[src/rtl/dmem_responder.sv]
// Word-addressed data-memory responder with programmable wait states and a stall output.
// Define DMEM_ERR_EN to flag misaligned or out-of-range accesses instead of wrapping them.
module dmem_responder #(
  parameter int DEPTH   = 64,
  parameter int LATENCY = 2
) (
  input  logic        clk,
  input  logic        reset,
  input  logic        req,
  input  logic        we,
  input  logic [31:0] addr,
  input  logic [31:0] wdata,
  output logic        ready,
  output logic        rvalid,
  output logic [31:0] rdata,
  output logic        busy,
  output logic        err
);

  localparam int AW = $clog2(DEPTH);

  typedef enum logic [1:0] {IDLE, WAIT, RESP} state_t;

  state_t      state;
  logic [3:0]  cnt;
  logic        cap_we;
  logic [31:0] cap_addr;
  logic [31:0] cap_wdata;
  logic [31:0] mem [DEPTH];

  logic          src_we;
  logic [31:0]   src_addr;
  logic [31:0]   src_wdata;
  logic [AW-1:0] src_idx;
  logic [AW-1:0] cap_idx;
  logic          src_err;
  logic [31:0]   resp_data;
  logic          unused_addr_bits;

  // The response is computed on the edge entering RESP: from the live inputs when
  // LATENCY=0 jumps straight out of IDLE, otherwise from the captured request.
  always_comb begin
    src_we    = cap_we;
    src_addr  = cap_addr;
    src_wdata = cap_wdata;
    if (state == IDLE) begin
      src_we    = we;
      src_addr  = addr;
      src_wdata = wdata;
    end
    src_idx = src_addr[AW+1:2];
    cap_idx = cap_addr[AW+1:2];
`ifdef DMEM_ERR_EN
    src_err = (src_addr[1:0] != 2'b00) || (src_addr >= 32'(DEPTH * 4));
`else
    src_err = 1'b0;
`endif
    if (src_err)
      resp_data = '0;
    else if (src_we)
      resp_data = src_wdata;
    else
      resp_data = mem[src_idx];
  end

  assign unused_addr_bits = &{1'b0, src_addr[31:AW+2], src_addr[1:0]};

  assign ready = (state == IDLE);
  assign busy  = req | (state != IDLE);

  always_ff @(posedge clk or negedge reset) begin
    if (!reset) begin
      state     <= IDLE;
      cnt       <= '0;
      cap_we    <= 1'b0;
      cap_addr  <= '0;
      cap_wdata <= '0;
      rvalid    <= 1'b0;
      rdata     <= '0;
      err       <= 1'b0;
    end else begin
      case (state)
        IDLE: begin
          rvalid <= 1'b0;
          if (req) begin
            cap_we    <= we;
            cap_addr  <= addr;
            cap_wdata <= wdata;
            if (LATENCY == 0) begin
              state  <= RESP;
              rvalid <= 1'b1;
              rdata  <= resp_data;
              err    <= src_err;
            end else begin
              state <= WAIT;
              cnt   <= 4'(LATENCY);
            end
          end
        end
        WAIT: begin
          cnt <= cnt - 4'd1;
          if (cnt == 4'd1) begin
            state  <= RESP;
            rvalid <= 1'b1;
            rdata  <= resp_data;
            err    <= src_err;
          end
        end
        RESP: begin
          state  <= IDLE;
          rvalid <= 1'b0;
          err    <= 1'b0;
        end
        default: state <= IDLE;
      endcase
    end
  end

  // A store commits on the edge leaving RESP; reset forces IDLE first, so an aborted store never writes.
  always_ff @(posedge clk) begin
    if (state == RESP && cap_we && !err)
      mem[cap_idx] <= cap_wdata;
  end

endmodule

[config.mk]
export PLATFORM = sky130hd
export DESIGN_NAME = dmem_responder
export DESIGN_NICKNAME = d
export VERILOG_FILES = /design/src/rtl/dmem_responder.sv
export SDC_FILE = /design/constraint.sdc
export NUM_CORES = 2
export LEC_CHECK = 0
export ABC_CLOCK_PERIOD_IN_PS = 3500
export CAP_MARGIN = 25
export CORE_MARGIN = 2
export CORE_UTILIZATION = 50
export DETAILED_ROUTE_END_ITERATION = 8
export DONT_BUFFER_PORTS = 1
export PLACE_DENSITY = 0.68
export SYNTH_ARGS = -nofsm -noshare
export SYNTH_HDL_FRONTEND = slang
export SYNTH_SLANG_ARGS = --single-unit
[constraint.sdc]
create_clock -name clk -period 3.5 [get_ports clk]
set_clock_uncertainty 0.15 [all_clocks]
set_input_delay 0.7 -clock clk [delete_from_list [all_inputs] [get_ports clk]]
set_output_delay 0.7 -clock clk [all_outputs]
set_load 0.01 [all_outputs]
Word-level counts from Yosys, hierarchy flattened
Memories as Yosys holds them, arrays and structs flattened.
Index checks and enable logic that the tools add are counted.
- register bits: 81
- RAM bits: 2048
- word-level logic and storage cells: 46
- memories kept: 1
- memory list (memory ; depth ; width ; read ports ; clocked after memory_dff ; wr ports ; line ; RTL):
    mem ; 64 ; 32 ; 1 ; 0 ; 1 ; 29 ; logic [31:0] mem [DEPTH];
- add/sub/neg operators: 1
- eq/ne operators: 5
- mux-type cells: 15
- bitwise gates (word level): 1
- reductions and logical operators: 15
- operators with widths (kind ; count):
    $mux 32 ; 2
    $reduce_and 2->1 ; 6
    $mux 8 ; 1
    $pmux 4 s2 ; 1
    $reduce_bool 2->1 ; 4
    $mux 1 ; 5
    $eq 4x1->1 const B ; 1
    $mux 2 ; 2
    $mux 4 ; 1
    $ne 2x2->1 const B ; 2
    $pmux 1 s2 ; 2
    $pmux 2 s2 ; 1
    $sub 4x1->4 const B ; 1
    $eq 2x1->1 const B ; 1
    $eq 2x2->1 const B ; 1
    $logic_and 1x1->1 ; 2
    $logic_not 2->1 ; 1
    $reduce_or 2->1 ; 1
    $logic_not 1->1 ; 1
    $or 1x1->1 ; 1

Longest topological paths before layout
- depth in word-level cells: 5
- depth in mapped cells: 13
- depth with buffers taken out: 8

Worst setup path before layout
Ideal clock, no wire load.
- path kind: reg-to-reg
- from: reg state[0]
- to: mem mem[61][0] (enable)
- arrival: 2.688 ns
- required time: 2.929 ns
- path slack: 0.241 ns
- cell stages (with the launch flop): 5
- path buffers: 1
- clock period less this slack: 3.259 ns
- cells stage by stage: dfrtp_1 buf_2 nor4bb_1 nand3_1 nor2_1
- longest elaborated chain between the ends: 5
- RTL lines (element ; line ; RTL):
    start: declaration ; 24 ; state_t state;
    start signal: assignment ; 73 ; state <= IDLE;
    start signal: assignment ; 90 ; state <= RESP;
    start signal: assignment ; 95 ; state <= WAIT;
    $eq 2x2->1 ; 121 ; if (state == RESP && cap_we && !err)
    $logic_and 1x1->1 (2 in series) ; 121 ;
    $mux 1 ; 121 ;
    $mux 1 (implied by the code) ; 122 ; mem[cap_idx] <= cap_wdata;
    end: declaration ; 29 ;
No other way between the ends.

Worst setup path in the final report
- from: reg state[1]
- to: reg rdata[14]
- longest elaborated chain between the ends: 4
- elaborated cells on any way between the ends: 8
- classes of those cells: 1 x eq/ne; 4 x mux; 2 x reduce/logical; 1 x memory
- RTL lines (element ; line ; RTL):
    $logic_not 2->1 ; 46 ; if (state == IDLE) begin
    $mux 8 ; 46 ;
    $mem_v2 64x32 ; -- ;
    $mux 32 ; 60 ; else if (src_we)
    end signal: assignment ; 92 ; rdata <= resp_data;
    end signal: assignment ; 105 ; rdata <= resp_data;
    end: declaration ; 15 ; output logic [31:0] rdata,
Several ways; a longest one is shown, not always the timed one.
A chain may end at the register's enable or synchronous reset.

==> qor.tcl <==
set qor(mappedNetlistArea_um2) 84200
set qor(power_per_cell_area_nw_per_um2) 851
set qor(synthDistinctLibCells) 47
set qor(synthFlopType) {edfxtp_1}
set qor(nets) 4995
set qor(globalRouteOverflowTotal) 0
set qor(worst_setup_end_kind) {flop}
set qor(cts.clk_slew.worst_paths_ps) 60
set qor(worstPathArrival_ps) 3880
set qor(top_signal_layer_used) {met4}
set qor(fp.dieH_um) 414
set qor(synthesis.nets) 4764
set qor(maxSlewViolCount) 0
set qor(most_frequent_cells_in_the_layout) {edfxtp_1, mux2_1, o22ai_1}
set qor(ys_async_sr_fraction_pct) 3.67
set qor(synth.avg_cell_area_um2) 17.9
set qor(totalWireLength_mm) 219
set qor(synth.yosys.warnings) 0
set qor(timing.final.hold_violations) 0
set qor(power_frac_seq_pct) 41.3
set qor(worst_skew_pair.late_latency_ps) 840
set qor(drt-wirelength-per-cell_um) 30.0
set qor(clock.fmax_mhz) 301
set qor(timing_worst_slew_pin_value_ps) 912
set qor(route.antenna.remaining_nets) 0
set qor(grt_max_degree) 79
set qor(track_usage_pct) 25.2
set qor(timing.hold.worst.class) {primary input to flop}
set qor(total_leakage_power_nw) 30.6
set qor(dieWidth_um) 414
set qor(cts_buffers) 204
set qor(vias_per_cell) 6.23
set qor(cts_tree) {done}
set qor(max_cap_violations) 0
set qor(detailed_placement_wirelength_estimate_mm) 124
set qor(routedLengthMet1_mm) 86.7
set qor(internal_cell_power_mw) 54.0
set qor(synth_largest_area_cell) {edfxtp_1}
set qor(post-route-period-util_pct) 95.0
set qor(irDropWorstVdd_uv) 707
set qor(dieArea_um2) 172000
set qor(part_of_the_yosys_area_used_for_sequential_elements_pct) 75.3
set qor(met2WireLength_mm) 105
set qor(start_util_pct) 50.4
set qor(slew_headroom_pct) 39.0
set qor(period_needed_ps) 3330
set qor(detail_route.first_pass.iterations) 6
set qor(p_switching_mw) 27.9
set qor(gp_routability_congestion) 0.877
set qor(top_area_cell_type_share_of_the_netlist_area_pct) 73.0
set qor(synth-edff-count) 2048
set qor(multiInputGateArea_um2) 19500
set qor(numPortBuffers) 0
set qor(clk_root_buffer_cell) {clkbuf_16}
set qor(drt_drc_violations_left) 0
set qor(synth.area.top_cells) {edfxtp_1, mux2_1, mux2_2}
set qor(antenna_found_initial) 4
set qor(status) {complete, no violations}
set qor(pnr_total_power_mw) 81.9
set qor(rows) 150
set qor(drt_iter0_drc) 5146
set qor(grt_first_pass_wirelength_mm) 316
set qor(power.clock.fraction_pct) 26.0
set qor(layout.cells.most_common) {edfxtp_1}
set qor(post_route_cells_drive_above_1_share_pct) 24.1
set qor(swShare_pct) 34.1
set qor(power_frac_comb_pct) 32.7
set qor(via_count_of_the_first_global_routing_pass) 45258
set qor(dr_wl_met3_mm) 18.3
set qor(clock_tree.htree_level_count) 4
set qor(rsz0062_at_grt) {false}
set qor(cts_num_sinks) 2126
set qor(critPathMaxFanout) 19
set qor(crit_type) {flop to flop}
set qor(core_region_area_um2) 167000
set qor(syn_to_final_growth_pct) 14.2
set qor(cts.path.max_buffers) 3
set qor(layout.filler_cells) 12093
set qor(ff_latch_area_um2) 63500
set qor(synthesized_netlist_cell_count) 4694
set qor(setup_viol_count_final) 0
set qor(via_count) 45501
set qor(cp-start-kind) {flop}
set qor(timing.critical_path.required_ps) 4050
set qor(ioPinCount) 104
set qor(ys_ff_latch) 2126
set qor(setup_total_negative_slack_ps) 0
==> critical path: stages (launching register included) <==
cell	delay, ps
dfrtp_1	510
o21ai_1	320
and2_4	380
buf_12	280
buf_12	190
buf_4	140
mux2_2	330
o22ai_1	120
o21ai_0	110
buf_4	170
a41oi_2	380
a211oi_2	50
==> metrics by stage <==
stage	hold slack, ps	std cells	utilization [%]	setup slack [ps]	cell area [µm²]
finish	65.9	7305	57.5	174	96200
floorplan	254	4694	-	241	84200
CTS	1.61	7298	57.4	279	96100
global route	31.2	7303	57.5	128	96200
detailed placement	256	6894	53.4	166	89400
global placement	256	6894	53.4	190	89400
==> power by group through the flow <==
| stage | clock [mW] | combinational, mW | sequential (mW) |
|---|---|---|---|
| after floorplan | 0 | 16.3 | 34.1 |
| after global placement | 0 | 25.7 | 34.5 |
| after detailed placement | 0 | 26.0 | 34.6 |
| after CTS | 21.5 | 26.2 | 34.1 |
| after global routing | 22.4 | 28.2 | 34.0 |
| final | 21.3 | 26.8 | 33.8 |
==> synthesized netlist by cell type (2+ instances only) <==
cell type and n:
or3_1 2, a41oi_2 32, a41oi_1 32, mux2_2 469
o21ai_1 199, mux2i_1 2, mux2_1 555, buf_8 2
o22ai_1 512, ha_1 2, a211oi_2 32, nand2b_1 3
nand2_1 238, buf_4 18, nor2b_1 5, and2_1 3
nor2_1 66, nand3b_1 3, inv_1 3, buf_2 155
o21ai_0 98, edfxtp_1 2048, nand3_1 7, clkbuf_1 48
or2_2 2, dfrtp_1 78, buf_6 57, clkbuf_8 4
==> layer usage <==
metal / vias to the layer above / GRT usage (%)
met1: 23673 / 33.9
met3: 402 / 4.22
met4: 0 / 10.3
met2: 2148 / 40.9
li1: 19278 / -
met5: - / 0
==> state kept, by name (all words and copies together), names as in the netlist <==
name       flops
cap_addr       6
cap_wdata     32
cap_we         1
cnt            4
mem         2048
rdata         32
rvalid         1
state          2
==> timing repair <==
item	4_1_cts	5_1_grt
gates resized for setup	0	0
hold buffers	24	1
endpoints found under the setup margin	0	0
setup buffers	0	0
endpoints found under the hold margin	100	1
==> cell type report <==
class | count | area share (%)
well taps | 2204 | 2.87
repair buffers | 311 | 4.11
flip-flops and latches | 2126 | 66.0
clock buffers | 266 | 5.70
clock inverters | 114 | 0.978
diodes | 2 | 0.00520
multi-input cells | 2278 | 20.3
inverters | 4 | 0.0156
==> cell families (layout without fill, tap and decap cells) <==
group	after synthesis	after routing	share of synthesized area (%)
compound gates	910	910	7.06
fa+ha+maj	2	2	0.0297
buf+inv	290	695	2.20
flops	2126	2126	75.3
mux	1026	1026	13.7
simple gates	339	339	1.65
other cells	1	3	0.00445
==> final timing paths <==
path,start,endpoint,slack (ps),cells after the start
hold reg to reg,cnt[3]$_DFFE_PN0P_,cnt[3]$_DFFE_PN0P_,350,1
setup / recovery,state[1]$_DFFE_PN0P_,rdata[14]$_DFFE_PN0P_,170,11
hold / removal,wdata[13],cap_wdata[13]$_DFFE_PN0P_,70,2
setup reg to reg,state[1]$_DFFE_PN0P_,rdata[14]$_DFFE_PN0P_,170,11
min in group asynchronous,reset,cap_wdata[12]$_DFFE_PN0P_,250,2
max in group asynchronous,reset,cap_wdata[25]$_DFFE_PN0P_,2480,2
Power figures use the tool's default switching activity.
